**config.mk**
```make
export PLATFORM = sky130hd
export DESIGN_NAME = pergate_sum_seq
export DESIGN_NICKNAME = d
export VERILOG_FILES = /design/src/rtl/pergate_sum_seq.sv
export SDC_FILE = /design/constraint.sdc
export NUM_CORES = 1
export LEC_CHECK = 0
export BUFFER_PORTS_ARGS = -buffer_cell sky130_fd_sc_hd__buf_2
export CORE_AREA = 2 2 174 176
export DETAILED_ROUTE_END_ITERATION = 12
export DIE_AREA = 0 0 176 178
export GPL_TIMING_DRIVEN = 0
export PLACE_DENSITY = 0.75
export SYNTH_ARGS = -nofsm -noshare
export SYNTH_HDL_FRONTEND = slang
export SYNTH_SLANG_ARGS = --single-unit
```
**constraint.sdc**
```tcl
create_clock -name clk -period 6.9 [get_ports clk]
set_input_delay 1.38 -clock clk [delete_from_list [all_inputs] [get_ports clk]]
set_output_delay 1.38 -clock clk [all_outputs]
set_load 0.02 [all_outputs]
```
**src/rtl/pergate_sum_seq.sv**
```systemverilog
// pergate_sum_seq
// Sums the three-point sumcheck contributions (evaluations at 0, 1, 2) of
// every gate in one prover layer, modulo the field prime. One modular adder
// per evaluation lane walks the gates one per cycle; the finished
// round-polynomial values are published on sum_out when the walk completes.

`ifndef F_NBITS
`define F_NBITS 16
`endif
`ifndef F_Q
`define F_Q 65521
`endif

module pergate_sum_seq #(
    parameter int ngates = 8,
    parameter int ngbits = $clog2(ngates) + 1
) (
    input  logic                                  clk,
    input  logic                                  rstb,
    input  logic                                  en,
    input  logic [ngates-1:0]                     gates_ready,
    input  logic [ngates-1:0][2:0][`F_NBITS-1:0]  gate_in,
    output logic                                  ready_pulse,
    output logic                                  ready,
    output logic [2:0][`F_NBITS-1:0]              sum_out
);

    localparam int           NB  = `F_NBITS;
    localparam logic [NB:0]  W_Q = (NB + 1)'(`F_Q);

    typedef enum logic [1:0] {
        S_IDLE  = 2'd0,
        S_ACCUM = 2'd1,
        S_DONE  = 2'd2
    } state_t;

    state_t                  r_state;
    state_t                  w_state_next;
    logic [ngbits-1:0]       r_idx;
    logic [ngbits-1:0]       w_idx_next;
    logic [2:0][NB-1:0]      r_acc;
    logic [2:0][NB-1:0]      w_acc_next;
    logic [2:0][NB-1:0]      r_sum;
    logic [2:0][NB-1:0]      w_sum_next;
    logic                    r_en_dly;
    logic                    r_ready_dly;

    logic                    w_start;
    logic                    w_ready;
    logic                    w_last;
    logic [2:0][NB-1:0]      w_sel;
    logic [2:0][NB-1:0]      w_addmod;

    // A summation starts only on a fresh rising edge of en while every gate
    // has its contribution ready and we are idle; an edge seen with any gate
    // not ready is simply lost.
    assign w_start = en & ~r_en_dly & (&gates_ready) & (r_state == S_IDLE);

    // ready drops already in the start cycle so the layer FSM never sees a
    // stale "idle" while the start is being taken.
    assign w_ready     = (r_state == S_IDLE) & ~w_start;
    assign ready       = w_ready;
    assign ready_pulse = w_ready & ~r_ready_dly;
    assign sum_out     = r_sum;

    // The accumulation stops at the final gate; idx never wraps.
    assign w_last = (r_idx == ngbits'(ngates - 1));

    // Select the current gate's three contributions by index compare, which
    // keeps the index width independent of the gate-array width.
    always_comb begin
        w_sel = '0;
        for (int g = 0; g < ngates; g++) begin
            if (r_idx == ngbits'(g)) begin
                w_sel = gate_in[g];
            end
        end
    end

    // One single-step modular adder per evaluation lane. Both operands are
    // already reduced, so one conditional subtraction of the prime suffices.
    generate
        for (genvar gi = 0; gi < 3; gi++) begin : g_lane
            logic [NB:0] w_s;
            assign w_s          = {1'b0, r_acc[gi]} + {1'b0, w_sel[gi]};
            assign w_addmod[gi] = (w_s >= W_Q) ? NB'(w_s - W_Q) : w_s[NB-1:0];
        end
    endgenerate

    // Next-state and next-datapath logic for the IDLE -> ACCUM -> DONE walk.
    always_comb begin
        w_state_next = r_state;
        w_idx_next   = r_idx;
        w_acc_next   = r_acc;
        w_sum_next   = r_sum;
        case (r_state)
            S_IDLE: begin
                if (w_start) begin
                    w_acc_next   = '0;
                    w_idx_next   = '0;
                    w_state_next = S_ACCUM;
                end
            end
            S_ACCUM: begin
                w_acc_next = w_addmod;
                if (w_last) begin
                    w_state_next = S_DONE;
                end else begin
                    w_idx_next = r_idx + ngbits'(1);
                end
            end
            S_DONE: begin
                // sum_out is only touched here, so consumers can keep reading
                // the previous result for the whole accumulation.
                w_sum_next   = r_acc;
                w_state_next = S_IDLE;
            end
            default: begin
                w_state_next = S_IDLE;
            end
        endcase
    end

    // State and gate index registers.
    always_ff @(posedge clk or negedge rstb) begin
        if (!rstb) begin
            r_state <= S_IDLE;
            r_idx   <= '0;
        end else begin
            r_state <= w_state_next;
            r_idx   <= w_idx_next;
        end
    end

    // Per-lane accumulators and the published result.
    always_ff @(posedge clk or negedge rstb) begin
        if (!rstb) begin
            r_acc <= '0;
            r_sum <= '0;
        end else begin
            r_acc <= w_acc_next;
            r_sum <= w_sum_next;
        end
    end

    // Edge detectors for en and ready; both come out of reset high so a level
    // already present at release neither starts a summation nor pulses.
    always_ff @(posedge clk or negedge rstb) begin
        if (!rstb) begin
            r_en_dly    <= 1'b1;
            r_ready_dly <= 1'b1;
        end else begin
            r_en_dly    <= en;
            r_ready_dly <= w_ready;
        end
    end

endmodule

```
# Word-level counts from Yosys, hierarchy flattened
# Cells that the tools add are included.
# totals
reg_bits	104
latch_bits	0
mem_bits_rw	0
romBits	0
input_bits	395
output_inout_bits	50
wordCells	66
memories	0
# classes
add_sub_neg	7
multipliers	0
n_div	0
order_cmp	3
n_eq_ne	12
n_shift	0
n_mux	19
n_bitwise	8
n_reduce_logical	7
# op_table
operator	count
$mux 48	9
$pmux 48 s2	1
$add 16x16->17	3
$ge 17x16->1 const B	3
$mux 16	3
$sub 16x16->16 const B	3
$eq 4x3->1 const B	4
$eq 4x2->1 const B	2
$mux 4	2
$pmux 4 s2	1
$reduce_and 8->1	1
$ne 2x2->1 const B	3
$and 1x1->1	5
$add 4x1->4 const B	1
$eq 4x1->1 const B	1
$logic_not 4->1	1
$mux 2	2
$pmux 2 s2	1
$reduce_and 2->1	2
$not 1->1	3
$reduce_and 3->1	1
$eq 2x1->1 const B	1
$eq 2x2->1 const B	1
$logic_not 2->1	1
$reduce_bool 2->1	1

# Logic depth before layout (Yosys ltp)
# Gate-level depths: netlist of run 1.
# logic_depth
ltp_word	13
mapped_depth	25
depth_no_buf	22

# Worst setup path after synthesis of run 1
# No wires, ideal clock.
# synth_timing
path_type	input-to-reg
start	input gate_in[16] in the netlist's numbering
end	register r_acc[24] in the netlist's numbering
setup_time_ns	0.122
arrival_time_ns	5.224
required_time_ns	6.778
slack_ns	1.554
cell_stages	20
path_buffers	1
path_cell_list	a221o_1 > o211ai_1 > nand3_1 > o21ai_0 > nand2_1 > o21ai_0 > a21oi_1 > ha_1 > inv_1 > fa_1 > nand2b_1 > a2111o_1 > o311a_4 > nor4_4 > nand4_2 > or4_4 > a2bb2oi_1 > buf_6 > or3_1 > a32o_1
# synth_via
elab_chain_cells	12
word_cells_on_any_way	13
classes_between	add/sub: 2; order compare: 1; mux: 10
# synth_lines
element	line	rtl
start, declared	22	input logic [ngates-1:0][2:0][`F_NBITS-1:0] gate_in,
$mux 48 * (8 in a row)	74	if (r_idx == ngbits'(g)) begin
$add 16x16->17 *	85	assign w_s = {1'b0, r_acc[gi]} + {1'b0, w_sel[gi]};
$sub 16x16->16 or $ge 17x16->1 (tied branches)	86	assign w_addmod[gi] = (w_s >= W_Q) ? NB'(w_s - W_Q) : w_s[NB-1:0];
$mux 16 *	86	
$pmux 48 s2 *	96	case (r_state)
end signal, assigned	141	r_acc <= w_acc_next;
end, declared	41	logic [2:0][NB-1:0] r_acc;
# Every way passes the cells marked *; elsewhere a longest branch is shown, timed or not.
# A chain may end at the register's enable or synchronous reset.

# Worst setup path in the final report of run 1
# layout_timing
start	register r_idx[2]
end	register r_acc[43] in the netlist's numbering
# layout_via
elab_chain_cells	13
word_cells_on_any_way	21
classes_between	add/sub: 2; order compare: 1; eq/ne: 7; mux: 10; reduce/logical: 1
# layout_lines
element	line	rtl
start, declared	39	logic [ngbits-1:0] r_idx;
start signal, assigned	131	r_idx <= w_idx_next;
$logic_not 4->1	74	
$mux 48 (7 in a row)	74	
$mux 48 *	74	
$add 16x16->17 *	85	
$sub 16x16->16 or $ge 17x16->1 (tied branches)	86	
$mux 16 *	86	
$pmux 48 s2 *	96	
# Marked as above.

==> results of run 1 <==
kinds of logic (layout without fill, tap and decap cells):
group	Yosys count	count (layout)
compound gates	545	545
xor+xnor	37	37
fa+ha+maj	65	65
buf+inv	132	593
flops	104	104
mux	61	61
other cells	0	12
simple gates	468	468
repair_timing:
item,in CTS,in global routing
gates resized for setup,0,6
setup endpoints to repair,0,33
endpoints found under the hold margin,0,0
placed cells by master (no fill, tap or decap), drive strengths merged, types with 19 or more instances in the layout:
| master | netlist | final |
|---|---|---|
| buf | 15 | 460 |
| o21ai | 144 | 144 |
| nand2 | 124 | 124 |
| dfrtp | 102 | 102 |
| clkbuf | 90 | 101 |
| nand3 | 98 | 98 |
| a21oi | 96 | 96 |
| nor2 | 95 | 95 |
| ha | 62 | 62 |
| o211ai | 61 | 61 |
| a22oi | 52 | 52 |
| a221o | 51 | 51 |
| mux2 | 45 | 45 |
| inv | 27 | 29 |
| xnor2 | 24 | 24 |
| nor3 | 23 | 23 |
| a31oi | 23 | 23 |
| a21o | 20 | 20 |
| and3 | 19 | 19 |
final cells by class:
type | count | area [µm²] | area share [%]
Clock buffer | 11 | 233 | 1.65
Buffer | 105 | 414 | 2.94
Timing Repair Buffer | 445 | 2250 | 16.0
Clock inverter | 5 | 65.1 | 0.462
Inverter | 27 | 101 | 0.719
Multi-Input combinational cell | 1176 | 7900 | 56.1
Sequential cell | 104 | 2610 | 18.5
Tap cell | 390 | 488 | 3.46
Antenna cell | 12 | 30.0 | 0.213
worst max-delay path: stages, from the launching register on:
cell and delay (ps):
dfrtp_1 450, nor2b_1 290, and2_1 230, clkbuf_1 410
clkbuf_1 550, a22oi_1 330, nand3_1 160, o21ai_0 90
nand2_1 90, o21ai_0 100, a21oi_1 450, ha_1 270
inv_1 80, a2111oi_1 620, or3_1 210, nand3_1 70
a311oi_1 490, nand4_1 340, o21ai_1 430, buf_4 290
a31oi_1 100, a221o_1 260
registers in the layout, indices dropped and copies added (netlist names):
register / count
r_acc: 48
sum_out: 48
r_idx: 4
r_state: 2
r_en_dly: 1
r_ready_dly: 1
through the flow:
step | instances | util, % | power, µW | area (µm²)
detailed placement | 2247 | 46.8 | 7650 | 13700
finish | 2275 | 47.9 | 8440 | 14100
CTS | 2263 | 47.8 | 8230 | 14000
floorplan | 1412 | - | 5760 | 11000
global route | 2272 | 47.9 | 9110 | 14100
global placement | 2246 | 46.7 | 7510 | 13700
worst paths after layout:
check                                   startpoint                 endpoint  cells after the start
setup / recovery              r_idx[2]$_DFFE_PN0P_    r_acc[43]$_DFFE_PN0P_                     21
hold / removal             sum_out[17]$_DFFE_PN0N_  sum_out[17]$_DFFE_PN0N_                      2
setup reg to reg              r_idx[2]$_DFFE_PN0P_    r_acc[43]$_DFFE_PN0P_                     21
hold reg to reg            sum_out[17]$_DFFE_PN0N_  sum_out[17]$_DFFE_PN0N_                      2
max in group asynchronous                     rstb       r_en_dly$_DFF_PN1_                      2
min in group asynchronous                     rstb  sum_out[22]$_DFFE_PN0N_                      1
Yosys cell counts (6+ instances only):
master,count
a211o_1,12
a21o_1,20
a21oi_1,95
a221o_1,51
a22oi_1,52
a31oi_1,23
and2_1,13
and3_1,19
buf_1,8
clkbuf_1,90
dfrtp_1,102
ha_1,62
inv_1,27
mux2_2,45
mux2i_1,16
nand2_1,124
nand2b_1,14
nand3_1,98
nand3b_1,7
nand4_1,15
nand4b_1,6
nor2_1,92
nor2b_1,9
nor3_1,23
nor4_1,9
o211ai_1,61
o21a_1,10
o21ai_0,137
o21ai_1,6
o31ai_1,10
or3_1,8
or4_1,7
xnor2_1,24
xor2_1,13
layer usage:
layer	share of wire [%]	vias to the layer above	GRT usage [%]
li1	-	6357	-
met1	43	6697	46.9
met2	45	730	53.1
met3	9.3	86	5.24
met4	2.5	4	9.81
met5	0.042	-	0
power breakdown:
part | switching [µW] | internal [µW] | total, µW
logic | 4370 | 2430 | 6800
registers | 245 | 843 | 1090
clock network | 258 | 286 | 545
total | 4880 | 3560 | 8440
==> impl_results.md, run 1 <==
- Ys Warns: 0
- Starting DRT DRC Count: approximately 1.5k
- Post-Synthesis Cell Area: 11000 µm²
- Vias in the first global route: between 10k and 15k
- Routed len/inst: 24.0 µm
- Max clock buf depth: 2
- Crit path DAT: ~6700 ps
- Synth Area in Compound Gates: 33.9%
- Number of synthesized flops with an enable pin: 0
- Number of I/O port buffers: 444
- Worst-margin pin slew: 951 ps
- Clk root buf: clkbuf_16
- TritonCTS buffer count: 9
- Die Wd: 176 µm
- Leak pwr: 0.00694 µW
- Final min period: approximately 6400 ps
- Syn Area/Cell: 7.80 µm²
- Worst Skew: 9.42 ps
- Max VDD drop: 0.000320 V
- Pwr per Cell Area: 599 nW/µm²
- Syn_nets: 1872
- Max_cap viols: 0
- Core region area: slightly below 30000 µm²
- Post-synthesis adder-cell area fraction: 7.59%
- RD Place Congestion: approximately 1.1
- Pre-CTS setup slack: approximately 270 ps
- Synth area leaders: dfrtp_1, ha_1, o21ai_0, a221o_1, mux2_2
- Final Cycle Share: 93.3%
- # DRC: 0
- Final hold slack: 491 ps
- Final hold viol count: 0
- CTS tree: done
- XOR/XNOR share of the synthesized area: 2.94%
- Total global routing overflow: 0
- Starting density of the core: 37.4%
- Synth top area share: a little under a quarter
- Cell variety after synth: 86
- Max H-tree Level: 3
- Die height: 178 µm
- Unrepaired setup endpoints after global routing: no
- Layout cells sized above 1: 28.8%
- Final wirelength: 54600 µm
- Largest family of logic cells by synthesized area: compound AO/OA/AOI/OAI gates
- Pins Over Slew Limit: 0
- DP Wirelength: 45500 µm
- Setup CP Type: reg2reg
- Flops & latches, synth: 104
- Setup repair bufs after CTS: 0
- Mapped Cells: 1412
- Final Setup Violations: 0
- Post-synthesis mux area share: 6.06%
- Slew margin rel.: 36.0%
- Setup crit end kind: flip-flop
- Detailed Routing Iterations Pass 1: 6
- Layout Area Growth over Synthesis: 28.0%
- Fill count: 2983
- Post-synthesis sequential area ratio: a little under a quarter
- Initial antenna violation count: 14
- Num rows: 63
- Number of nets in the layout: 2328
- Io pins: 445
- Via count: 13.9k
- Setup TNS: 0 ps
- CP max FO: 10
- R2R Setup Slk: 470 ps
- Die area: between 30000 and 40000 µm²
- Asr flop ratio synth: 100%
- Largest area contributor in the synthesized netlist: dfrtp_1
- Hold crit path type: reg2reg
- Synth Area in Simple Gates: 21.2%
- Clock sinks: 104
- CP Data Required Time: 7140 ps
- Outcome: finished clean
- Main synth FF type: dfrtp_1
- First-pass GRT wire length: 78900 µm
- Clock Pin Slew Worst Setup and Hold Paths: 70 ps
- Hold-fix buffer count after cts: 0
- Final WS setup: 465 ps
- Critical Path Source Type: flip-flop
- DRT antenna net count: 0
- Largest net degree at the start of global routing: 59
- Peak Freq: 0.155 GHz
- Clk_lat worst skew: 360 ps
- GRT Overall Usage: 33.4%
- Via/cell ratio: 6.10
Note: power is estimated with default switching activity, not from simulation.
==> run 2: changes to the inputs <==
- PLACE_DENSITY: 0.75 -> unset
==> run 2 against run 1 <==
  * Core utilization up 0.18 points
  * Cell area up 0.38%
  * Die area unchanged
  * First-iteration DRC count down 15%
  * Register-to-register slack worse by 70 ps
  * Flip-flop and latch count unchanged
  * Routed wire length down 2.3%
  * Clock skew down 2.6 ps
  * Cell count about the same
  * Power down 0.34%
  * Critical path type unchanged
  * Largest cell class unchanged
==> impl_results.md, run 2 (synthesis gave the netlist of run 1 again) <==
- Crit path buffers/inverters: 5
- TritonCTS buffer count: 9
- Io pins: 445
- Largest net degree at the start of global routing: 84
- Layout Area Growth over Synthesis: 28.5%
- Hold crit path type: reg2reg
- Die area: between 30000 and 40000 µm²
- Die height: 178 µm
- Number of I/O port buffers: 444
- Leak pwr: 0.00696 µW
- Final Setup Violations: 0
- Final wirelength: 53400 µm
- Max_cap viols: 0
- Num rows: 63
- Routed len/inst: 23.5 µm
- Clk root buf: clkbuf_16
- CTS tree: done
- Worst hold endpoint: sum_out[33]$_DFFE_PN0N_
- R2r endpoint: r_acc[9]$_DFFE_PN0P_
- Slowest CP cell: or4_1
- Clock Pin Slew Worst Setup and Hold Paths: 70 ps
- Critical Path Source Type: flip-flop
- Via count: 13.7k
- Pre-CTS setup slack: 173 ps
- DP Wirelength: around 44000 µm
- Final min period: 6510 ps
- Met2 layer usage reported by global route: 50.6%
- Setup TNS: 0 ps
- Peak Freq: 0.154 GHz
- Setup crit end kind: flip-flop
- Final hold viol count: 0
- Number of nets in the layout: between 2k and 2.5k
- Final WS setup: 395 ps
- Detailed Routing Iterations Pass 1: 6
- Outcome: finished clean
- Starting DRT DRC Count: approximately 1.3k
- Die Wd: 176 µm
- Starting density of the core: 37.4%
- R2R Setup Slk: 390 ps
- Grt met1 use: around 44%
- Critical R2R Launch: r_idx[1]$_DFFE_PN0P_
- Busiest grt layer: met2
- Most common cell on crit path: clkbuf_1
- Setup CP Type: reg2reg
- GR Util met3: about 6.4%
- Hold Crit Start: sum_out[33]$_DFFE_PN0N_
- DRT antenna net count: 0
- Max clock buf depth: 2
- Clk_lat worst skew: 360 ps
- GRT Overall Usage: 32.5%
- Most frequent cells in the layout: buf_2, o21ai_0, nand2_1, dfrtp_1, nand3_1
- Via/cell ratio: 6.04
- CP max FO: 10
- Pwr per Cell Area: 594 nW/µm²
- Max VDD drop: 0.000241 V
- Initial antenna violation count: 17
- Worst r2r path cells: 24
- Clock sinks: 104
- Layout cells sized above 1: just under 30%
- Crit-path max cell delay: 550 ps
- RD Place Congestion: 0.988
- Final Cycle Share: 94.3%
- # DRC: 0
- Total global routing overflow: 0
- Pins Over Slew Limit: 0
- Worst path cell trace: inv_1 -> ha_1 -> and2_1 -> clkbuf_1 -> clkbuf_1 -> a221o_1 -> o211ai_1 -> nand3_1 -> o21ai_0 -> nand2_1 -> o21ai_0 -> a21oi_1 -> ha_1 -> clkbuf_1 -> and4_1 -> and3_1 -> a221oi_1 -> xnor2_1 -> nand4_1 -> or4_1 -> o21ai_1 -> buf_2 -> a21oi_1 -> a311o_1
- Unrepaired setup endpoints after global routing: no
- Crit path DAT: slightly below 7000 ps
- Setup repair bufs after CTS: 0
- Worst Skew: between 6 and 7 ps
- First-pass GRT wire length: 76900 µm
- CP Data Required Time: 7140 ps
- Vias in the first global route: around 13k
- Slew margin rel.: approximately 29%
- Largest delay share family, worst path: compound AO/OA/AOI/OAI gates
- Hold path cells: 2
- Max H-tree Level: 3
- Core region area: 29400 µm²
- Worst-margin pin slew: between 1000 and 1500 ps
- Most common cell after layout, fill and taps aside: buf_2
run 2: cell type report:
class                   count  area (µm²)
fillers                  3084       15300
diodes                     11        27.5
clock inverters             4        75.1
multi-input cells        1176        7910
well taps                 390         488
inverters                  27         101
plain buffers             105         413
repair buffers            445        2260
flip-flops and latches    104        2610
clock buffers              12         267
run 2: worst register-to-register path, cell delays in order (launching register included):
cell and delay, ps:
dfrtp_1 420, inv_1 110, ha_1 200, and2_1 180
clkbuf_1 470, clkbuf_1 410, a221o_1 230, o211ai_1 100
nand3_1 110, o21ai_0 160, nand2_1 110, o21ai_0 80
a21oi_1 310, ha_1 290, clkbuf_1 200, and4_1 230
and3_1 190, a221oi_1 480, xnor2_1 350, nand4_1 160
or4_1 550, o21ai_1 360, buf_2 290, a21oi_1 90
a311o_1 320
run 2: repair_timing:
action | 4_1_cts | 5_1_grt
hold buffers | 0 | 0
endpoints found under the hold margin | 0 | 0
resized for setup | 0 | 6
endpoints found under the setup margin | 0 | 36
run 2: worst max path at each step:
stage,start,end,slack (ps),cells after the start
after floorplan,gate_in[16],r_acc[24]$_DFFE_PN0P_,1550,20
after global placement,r_idx[1]$_DFFE_PN0P_,r_acc[9]$_DFFE_PN0P_,260,24
after detailed placement,r_idx[1]$_DFFE_PN0P_,r_acc[34]$_DFFE_PN0P_,170,24
after CTS,r_idx[1]$_DFFE_PN0P_,r_acc[34]$_DFFE_PN0P_,120,24
after global routing,r_idx[1]$_DFFE_PN0P_,r_acc[24]$_DFFE_PN0P_,10,24
final,r_idx[1]$_DFFE_PN0P_,r_acc[9]$_DFFE_PN0P_,390,24
run 2: metal layers:
metal  part of all wire (%)  wire (µm)  up-vias
met1                     43      22900     6571
met4                    3.7       1990        2
met2                     45      23900      695
met5                  0.024         13        -
met3                    8.5       4530      105
li1                       -          -     6365
run 2: per-stage QoR:
stage / area, µm² / cells / util (%) / total power [µW] / hold WS (ps)
after floorplan: 11000 / 1412 / - / 5760 / 473
final: 14100 / 2274 / 48.1 / 8410 / 494
after CTS: 14100 / 2263 / 47.9 / 8240 / 491
after detailed placement: 13800 / 2247 / 46.8 / 7590 / 469
after global placement: 13700 / 2246 / 46.7 / 7500 / 462
after global routing: 14100 / 2273 / 48.1 / 9080 / 520
run 2: where the power goes:
part	switching [µW]	internal [µW]
registers	252	843
clock network	252	349
logic	4280	2430
total	4780	3620
